--- config.mk ---
export PLATFORM = sky130hd
export DESIGN_NAME = timer_irq_scheduler
export DESIGN_NICKNAME = d
export VERILOG_FILES = /design/src/rtl/timer_irq_scheduler.sv
export SDC_FILE = /design/constraint.sdc
export NUM_CORES = 1
export LEC_CHECK = 0
export BUFFER_PORTS_ARGS = -buffer_cell sky130_fd_sc_hd__buf_4
export CAP_MARGIN = 20
export CORE_MARGIN = 2
export CORE_UTILIZATION = 30
export CTS_CLUSTER_SIZE = 25
export DETAILED_ROUTE_END_ITERATION = 6
export SLEW_MARGIN = 20
export SYNTH_ARGS = -nofsm -noshare
export SYNTH_HDL_FRONTEND = slang
export SYNTH_SLANG_ARGS = --single-unit
--- constraint.sdc ---
create_clock -name CLK -period 5.6 [get_ports CLK]
set_input_delay 0.56 -clock CLK [delete_from_list [all_inputs] [get_ports CLK]]
set_output_delay 0.56 -clock CLK [all_outputs]
set_load 0.005 [all_outputs]
--- src/rtl/timer_irq_scheduler.sv ---
// Four-channel programmable interval timer with a shared prescaler and a round-robin
// raise/acknowledge interrupt presenter, mapped into a 6-byte peripheral bus window.
module timer_irq_scheduler #(
    parameter logic [7:0]  BASE_ADDR      = 8'hF0,
    parameter int unsigned PRESCALE_WIDTH = 16,
    parameter int unsigned PRESCALE_MAX   = 49999
) (
    input  logic       CLK,
    input  logic       Reset,
    input  logic [7:0] BUS_ADDR,
    input  logic [7:0] BUS_DATA_IN,
    input  logic       BUS_WE,
    output logic [7:0] BUS_DATA_OUT,
    output logic       BUS_DATA_OE,
    output logic       IRQ_RAISE,
    output logic [1:0] IRQ_ID,
    input  logic       IRQ_ACK
);

    localparam logic [0:0] StIdle  = 1'b0;
    localparam logic [0:0] StRaise = 1'b1;
    localparam logic [PRESCALE_WIDTH-1:0] PrescMax = PRESCALE_WIDTH'(PRESCALE_MAX);
    localparam logic [PRESCALE_WIDTH-1:0] PrescOne = PRESCALE_WIDTH'(1);

    logic [PRESCALE_WIDTH-1:0] presc_q, presc_d;
    logic                      tick;
    logic [3:0]                ctrl_q, ctrl_d;
    logic [3:0][7:0]           period_q, period_d;
    logic [3:0][7:0]           count_q, count_d;
    logic [3:0]                pending_q, pending_d;
    logic [3:0]                expire;
    logic [3:0]                ack_clr;
    logic [0:0]                state_q, state_d;
    logic [1:0]                id_q, id_d;
    logic [1:0]                last_q, last_d;
    logic [1:0]                pick;
    logic [1:0]                cand;
    logic                      found;
    logic [7:0]                rdata_q, rdata_d;
    logic                      oe_q, oe_d;
    logic [7:0]                offset;
    logic [1:0]                widx;
    logic                      in_win, wr_en, rd_en;

    // Offset arithmetic wraps in 8 bits, so a single compare bounds the window.
    assign offset = BUS_ADDR - BASE_ADDR;
    assign in_win = offset < 8'd6;
    assign wr_en  = BUS_WE & in_win;
    assign rd_en  = ~BUS_WE & in_win;
    assign widx   = offset[1:0] - 2'd1;

    assign tick    = (presc_q == PrescMax);
    assign presc_d = tick ? '0 : presc_q + PrescOne;

    always_comb begin
        ctrl_d   = ctrl_q;
        period_d = period_q;
        if (wr_en) begin
            if (offset == 8'd0) begin
                ctrl_d = BUS_DATA_IN[3:0];
            end else if (offset <= 8'd4) begin
                period_d[widx] = BUS_DATA_IN;
            end
        end
    end

    // A count at or above the period expires, so shrinking a period never wraps through 255.
    always_comb begin
        count_d = count_q;
        expire  = '0;
        for (int n = 0; n < 4; n++) begin
            if (!ctrl_q[n]) begin
                count_d[n] = '0;
            end else if (tick) begin
                if (count_q[n] >= period_q[n]) begin
                    count_d[n] = '0;
                    expire[n]  = 1'b1;
                end else begin
                    count_d[n] = count_q[n] + 8'd1;
                end
            end
        end
    end

    always_comb begin
        pick  = last_q + 2'd1;
        found = 1'b0;
        cand  = '0;
        for (int k = 1; k <= 4; k++) begin
            cand = last_q + 2'(k);
            if (!found && pending_q[cand]) begin
                pick  = cand;
                found = 1'b1;
            end
        end
    end

    always_comb begin
        state_d = state_q;
        id_d    = id_q;
        last_d  = last_q;
        ack_clr = '0;
        case (state_q)
            StIdle: begin
                if (|pending_q) begin
                    state_d = StRaise;
                    id_d    = pick;
                end
            end
            StRaise: begin
                if (IRQ_ACK) begin
                    state_d         = StIdle;
                    last_d          = id_q;
                    ack_clr[id_q]   = 1'b1;
                end
            end
            default: state_d = StIdle;
        endcase
    end

    // Expiry beats an ack-clear; a disabled channel can never hold a pending bit.
    assign pending_d = ((pending_q & ~ack_clr) | expire) & ctrl_q;

    always_comb begin
        rdata_d = '0;
        oe_d    = rd_en;
        if (rd_en) begin
            if (offset == 8'd0) begin
                rdata_d = {4'b0, ctrl_q};
            end else if (offset <= 8'd4) begin
                rdata_d = period_q[widx];
            end else begin
                rdata_d = {4'b0, pending_q};
            end
        end
    end

    always_ff @(posedge CLK or posedge Reset) begin
        if (Reset) begin
            presc_q   <= '0;
            ctrl_q    <= '0;
            period_q  <= '0;
            count_q   <= '0;
            pending_q <= '0;
            state_q   <= StIdle;
            id_q      <= '0;
            last_q    <= 2'd3;
            rdata_q   <= '0;
            oe_q      <= 1'b0;
        end else begin
            presc_q   <= presc_d;
            ctrl_q    <= ctrl_d;
            period_q  <= period_d;
            count_q   <= count_d;
            pending_q <= pending_d;
            state_q   <= state_d;
            id_q      <= id_d;
            last_q    <= last_d;
            rdata_q   <= rdata_d;
            oe_q      <= oe_d;
        end
    end

    assign IRQ_RAISE    = (state_q == StRaise);
    assign IRQ_ID       = id_q;
    assign BUS_DATA_OUT = rdata_q;
    assign BUS_DATA_OE  = oe_q;

endmodule

---- Word level (Yosys, flattened, before mapping) ----
Cells that the tools add are included.
storage, ports and cells
  memory bits (writable) .................. 0
  input port bits ......................... 20
  memories kept ........................... 0
  bits in read-only memories .............. 0
  register bits ........................... 102
  bits in latches ......................... 0
  output and inout bits ................... 12
operators by class
  mux-type cells .......................... 54
  bitwise operators ....................... 9
  $mul .................................... 0
  magnitude comparators ................... 14
  reduce and logical (&&, ||, !) cells .... 14
  eq/ne operators ......................... 5
  divide/modulo/power cells ............... 0
  shift operators ......................... 0
  add/sub/neg operators ................... 10
operators with widths
  operator                                                            number
  two-way mux 8 bit                                                   17
  adder 8 x 1 -> 8 bit (second input constant)                        4
  bitwise mux 32 bit                                                  1
  greater-or-equal comparator 8 bit                                   4
  two-way mux 1 bit                                                   22
  less-than comparator 2 x 3 -> 1 bit (second input constant)         6
  adder 16 x 1 -> 16 bit (second input constant)                      1
  binary-select mux 8 bit (select 2 bit)                              1
  demux 8 bit (select 2 bit)                                          1
  equality test 16 bit (second input constant)                        1
  two-way mux 16 bit                                                  1
  bitwise AND 4 bit                                                   2
  binary-select mux 1 bit (select 2 bit)                              4
  <= comparator 8 x 3 -> 1 bit (second input constant)                1
  logical NOT 8 bit                                                   1
  less-than comparator 8 x 3 -> 1 bit (second input constant)         1
  two-way mux 4 bit                                                   2
  inequality test 2 bit (second input constant)                       4
  subtractor 8 bit (second input constant)                            1
  two-way mux 2 bit                                                   3
  AND reduction 2 bit                                                 3
  logical AND 1 bit                                                   5
  adder 2 bit (second input constant)                                 2
  greater-or-equal comparator 2 x 1 -> 1 bit (second input constant)  2
  11 further kinds                                                    16

---- Logic depth before layout (Yosys ltp) ----
  depth in word-level cells ............... 13
  depth in mapped cells ................... 9

---- Worst setup path after synthesis ----
OpenSTA, ideal clock, no wires.
  kind .................................... input to register
  start point ............................. in BUS_ADDR[4]
  end point ............................... reg period_q[0] (netlist bit)
  stages on the path ...................... 7
  slack ................................... 3.385 ns
  arrival ................................. 2.087 ns
  path through ............................ ha_1 nor4b_2 a21oi_1 o21ai_2 and3_1 buf_4 mux2_1
on the way
  longest elaborated chain between the ends .. 4
ends and longest elaborated chain
  what                                                                      line    source
  start: declaration                                                        10      input logic [7:0] BUS_ADDR,
  subtractor 8 bit *                                                        46      assign offset = BUS_ADDR - BASE_ADDR;
  less-than comparator 8 x 3 -> 1 bit or logical NOT 8 bit (tied branches)  47, 59
  bitwise AND 1 bit or inverter 1 bit (tied branches)                       n/a
  AND reduction 3 bit (no line) *                                           n/a
  end signal: assignment                                                    153     period_q <= period_d;
  end: declaration                                                          28      logic [3:0][7:0] period_q, period_d;
Mark *: on every way between the ends. The rest lies on a longest branch, timed or not.
A chain may end at the register's enable or synchronous reset.

---- Final worst setup path ----
  start point ............................. reg presc_q[12]
  end point ............................... reg count_q[5] (netlist bit)
on the way
  longest elaborated chain between the ends .. 2
ends and longest elaborated chain
  what                             line  source
  start: declaration               25    logic [PRESCALE_WIDTH-1:0] presc_q, presc_d;
  start signal: assignment         151   presc_q <= presc_d;
  equality test 16 bit             52    assign tick = (presc_q == PrescMax);
  inequality test 2 bit (no line)  n/a
  end signal: assignment           154   count_q <= count_d;
  end: declaration                 29    logic [3:0][7:0] count_q, count_d;
No other way between the ends.

==> results.toml <==
[run_status]
run_status = "finished clean"

[placement]
place_congestion = 0.7655
io_buffers = 31
dpl.hpwl_um = 9438

[timing]
hold_viol = 0
finalCriticalPeriod_ps = 3046
fin_crit_sh_pct = 54.40
drv_slew = 0
fmax_mhz = 328.3
fin_skew_ps = 13.16
tns_ps = 0
finalSetupViolCount = 0
whs_ps = 229.1
timing.slew.headroom_pct = 35.10
rsz0062_at_grt = "no"
max_slew.worst_pin.slew_ps = 970.7

[synth]
avgSynthCellArea_sq_um = 10.18
ys_seq_area_share_pct = 42.99
synthesis.area_sq_mm = 0.005943
synth.top_cell.area_share_pct = 42.11
yosysTopAreaCell = "dfrtp_1"
ys_ff_latch = 102
synth-edff-count = 0
synth_cells = 584
synth_nets = 647
ys_dominant_reg_cell = "dfrtp_1"
synth-warning-count = 0
ys_top_cells_by_area = "dfrtp_1 (42%), ha_1 (9.1%), mux2_1 (6.1%)"
ys_types = 62
synthArstFlopShare_pct = 100.0

[grt]
antenna_found_initial = 0
grt_pass1_vias = 4165
grt_pass1_wl_um = 21700
grt_max_degree = 68
grt_use_total_pct = 13.22
grt_overflow_total = 0

[setup_path]
crit_slowest_cell = "nand4_1"
crit_type = "flop to flop"
arrival_ps = 3340
reg2reg_from = "presc_q[12]"
worstPathRequired_ps = 5890
cp-end-kind = "flop"
cpPeakStageDelay_ps = 840
path_max_fanout = 21
cp_cell_sequence = "nor4bb_1, nand4_1, buf_4, or4_1, a21oi_1, a31o_1"
startpoint_type = "flop"
cp-startpoint = "presc_q[12]"

[detailed_routing]
ant_nets = 0
totalWireLength_um = 12840
wl_per_cell_um = 14.59
wl_met3_um = 344
routed.top_layer = "met4"
vias_per_cell = 4.947
wl_met2_um = 5825
drc = 0
wl_met1_um = 6518
drtIter0Drc = 246
routed-via-count = 4353
drt-pass1-iter-count = 4

[cells_and_area]
multi_input_area_sq_mm = 0.003114
nFillCells = 1940
drive_gt1_share_pct = 11.87
layout_commonest_cell = "dfrtp_1"
seq_area_sq_mm = 0.002555
mostFrequentLayoutCells = "dfrtp_1 (100), nand2_1 (52), inv_1 (43), ha_1 (43), buf_4 (36)"
final_nets = 673
areaGrowthSynthToFinish_pct = 13.85
diodes = 0

[floorplan]
num_io_pins = 32
die-area_sq_mm = 0.02095
initial_core_util_pct = 30.54
row_count = 51
die_y_um = 144.8
die_w_um = 144.8
placeableCoreArea_sq_mm = 0.01946

[cts]
cts_tree = "yes"
clockBufferDepth = 2
cts_sinks = 102
hold_buffers = 0
post-cts-setup-buffer-count = 0
cts_made_buffers = 9
cts_resized = 0
htree_levels = 3
root_buffer = "clkbuf_16"
clkLatencyLatePin_ps = 360
clkTransAtPathRegs_ps = 70

[power]
swShare_pct = 24.96
peakVddDrop_uv = 152.8
combPwrFrac_pct = 7.8
p_seq_share_pct = 49.3
power_density_mw_per_mm2 = 240.7
leakagePower_nw = 3.123
p_int_w = 0.001222
pwr-share-clk_pct = 42.8
p_sw_w = 0.0004065

[flow_run]
maxCapViolations = 0

[min_path]
hold_path_class = "input port to asynchronous set/reset pin"
==> critical path: cells and delay by family, from the launching register on <==
kind	cells	cell delay [ps]
buf+inv	1	530
simple gates	3	1740
flops	1	420
compound gates	2	280
==> worst paths after layout <==
path                                   endpoint  slack [ps]  cells after the start
worst max-delay path                 count_q[5]        2550                      6
worst max register to register       count_q[5]        2550                      6
max in group asynchronous       BUS_DATA_OUT[0]        4160                      3
min in group CLK                    BUS_DATA_OE         410                      2
worst min register to register      presc_q[13]         490                      1
worst min-delay path                presc_q[13]         230                      2
==> power groups by stage <==
stage	Sequential, W	Clock [W]	Combinational (W)
after global routing	0.000809	0.000749	0.000144
after global placement	0.000817	0	0.000130
after detailed placement	0.000818	0	0.000131
after floorplan	0.000803	0	0.0000825
after CTS	0.000803	0.000714	0.000131
final	0.000803	0.000697	0.000128
==> Yosys cell counts (6+ instances only) <==
| cell type | count |
|---|---|
| nor4_1 | 6 |
| xnor2_1 | 6 |
| xor2_1 | 10 |
| nand3_1 | 32 |
| inv_1 | 44 |
| mux2_1 | 32 |
| o21ai_0 | 21 |
| and3_1 | 25 |
| dfrtp_1 | 100 |
| mux4_2 | 8 |
| a21oi_1 | 32 |
| a21o_1 | 6 |
| ha_1 | 43 |
| nor2_1 | 21 |
| o31ai_1 | 6 |
| nand2_1 | 52 |
| nor3_1 | 7 |
| buf_2 | 6 |
| clkbuf_1 | 7 |
| or4_1 | 6 |
| nand4b_1 | 6 |
| or3_1 | 10 |
| and2_1 | 6 |
| nor2b_1 | 6 |
| o21a_1 | 8 |
==> logic make-up after synthesis <==
family / share of synthesized area, %
AOI/OAI and AO/OA: 12.06
xor gates and xnor gates: 2.358
adders and majority gates: 9.053
and+or+nand+nor: 18.23
DFF: 42.99
muxes: 10.69
buffers and inverters: 4.611
==> per-layer routing <==
metal / track usage (%) / vias up
li1: - / 2175
met1: 18.56 / 2120
met2: 20.95 / 48
met3: 2.303 / 10
met4: 3.832 / 0
met5: 0 / -
==> state kept, by name, indices dropped and copies added, names as in the netlist <==
register,flops
last_q,2
IRQ_RAISE,1
period_q,32
pending_q,4
IRQ_ID,2
ctrl_q,4
count_q,32
BUS_DATA_OE,1
presc_q,16
BUS_DATA_OUT,8
==> through the flow <==
stage               area [sq um]  utilization (%)  worst slack, ps   power, W  std cells
finish                      6766            34.77             2554   0.001629        880
global route                6766            34.77             2311   0.001703        880
CTS                         6766            34.77             2554   0.001649        880
detailed placement          6439            33.08             2577  0.0009485        864
global placement            6439            33.08             2592  0.0009468        864
floorplan                   5943                -             2368  0.0008857        584
==> layout make-up <==
cell class,instances,area share [%]
Multi-Input combinational cell,417,46.02
Sequential cell,102,37.76
Tap cell,265,4.900
Timing Repair Buffer,36,3.994
Clock buffer,9,3.328
Inverter,44,2.478
Clock inverter,7,1.516
Power figures use the tool's default switching activity.
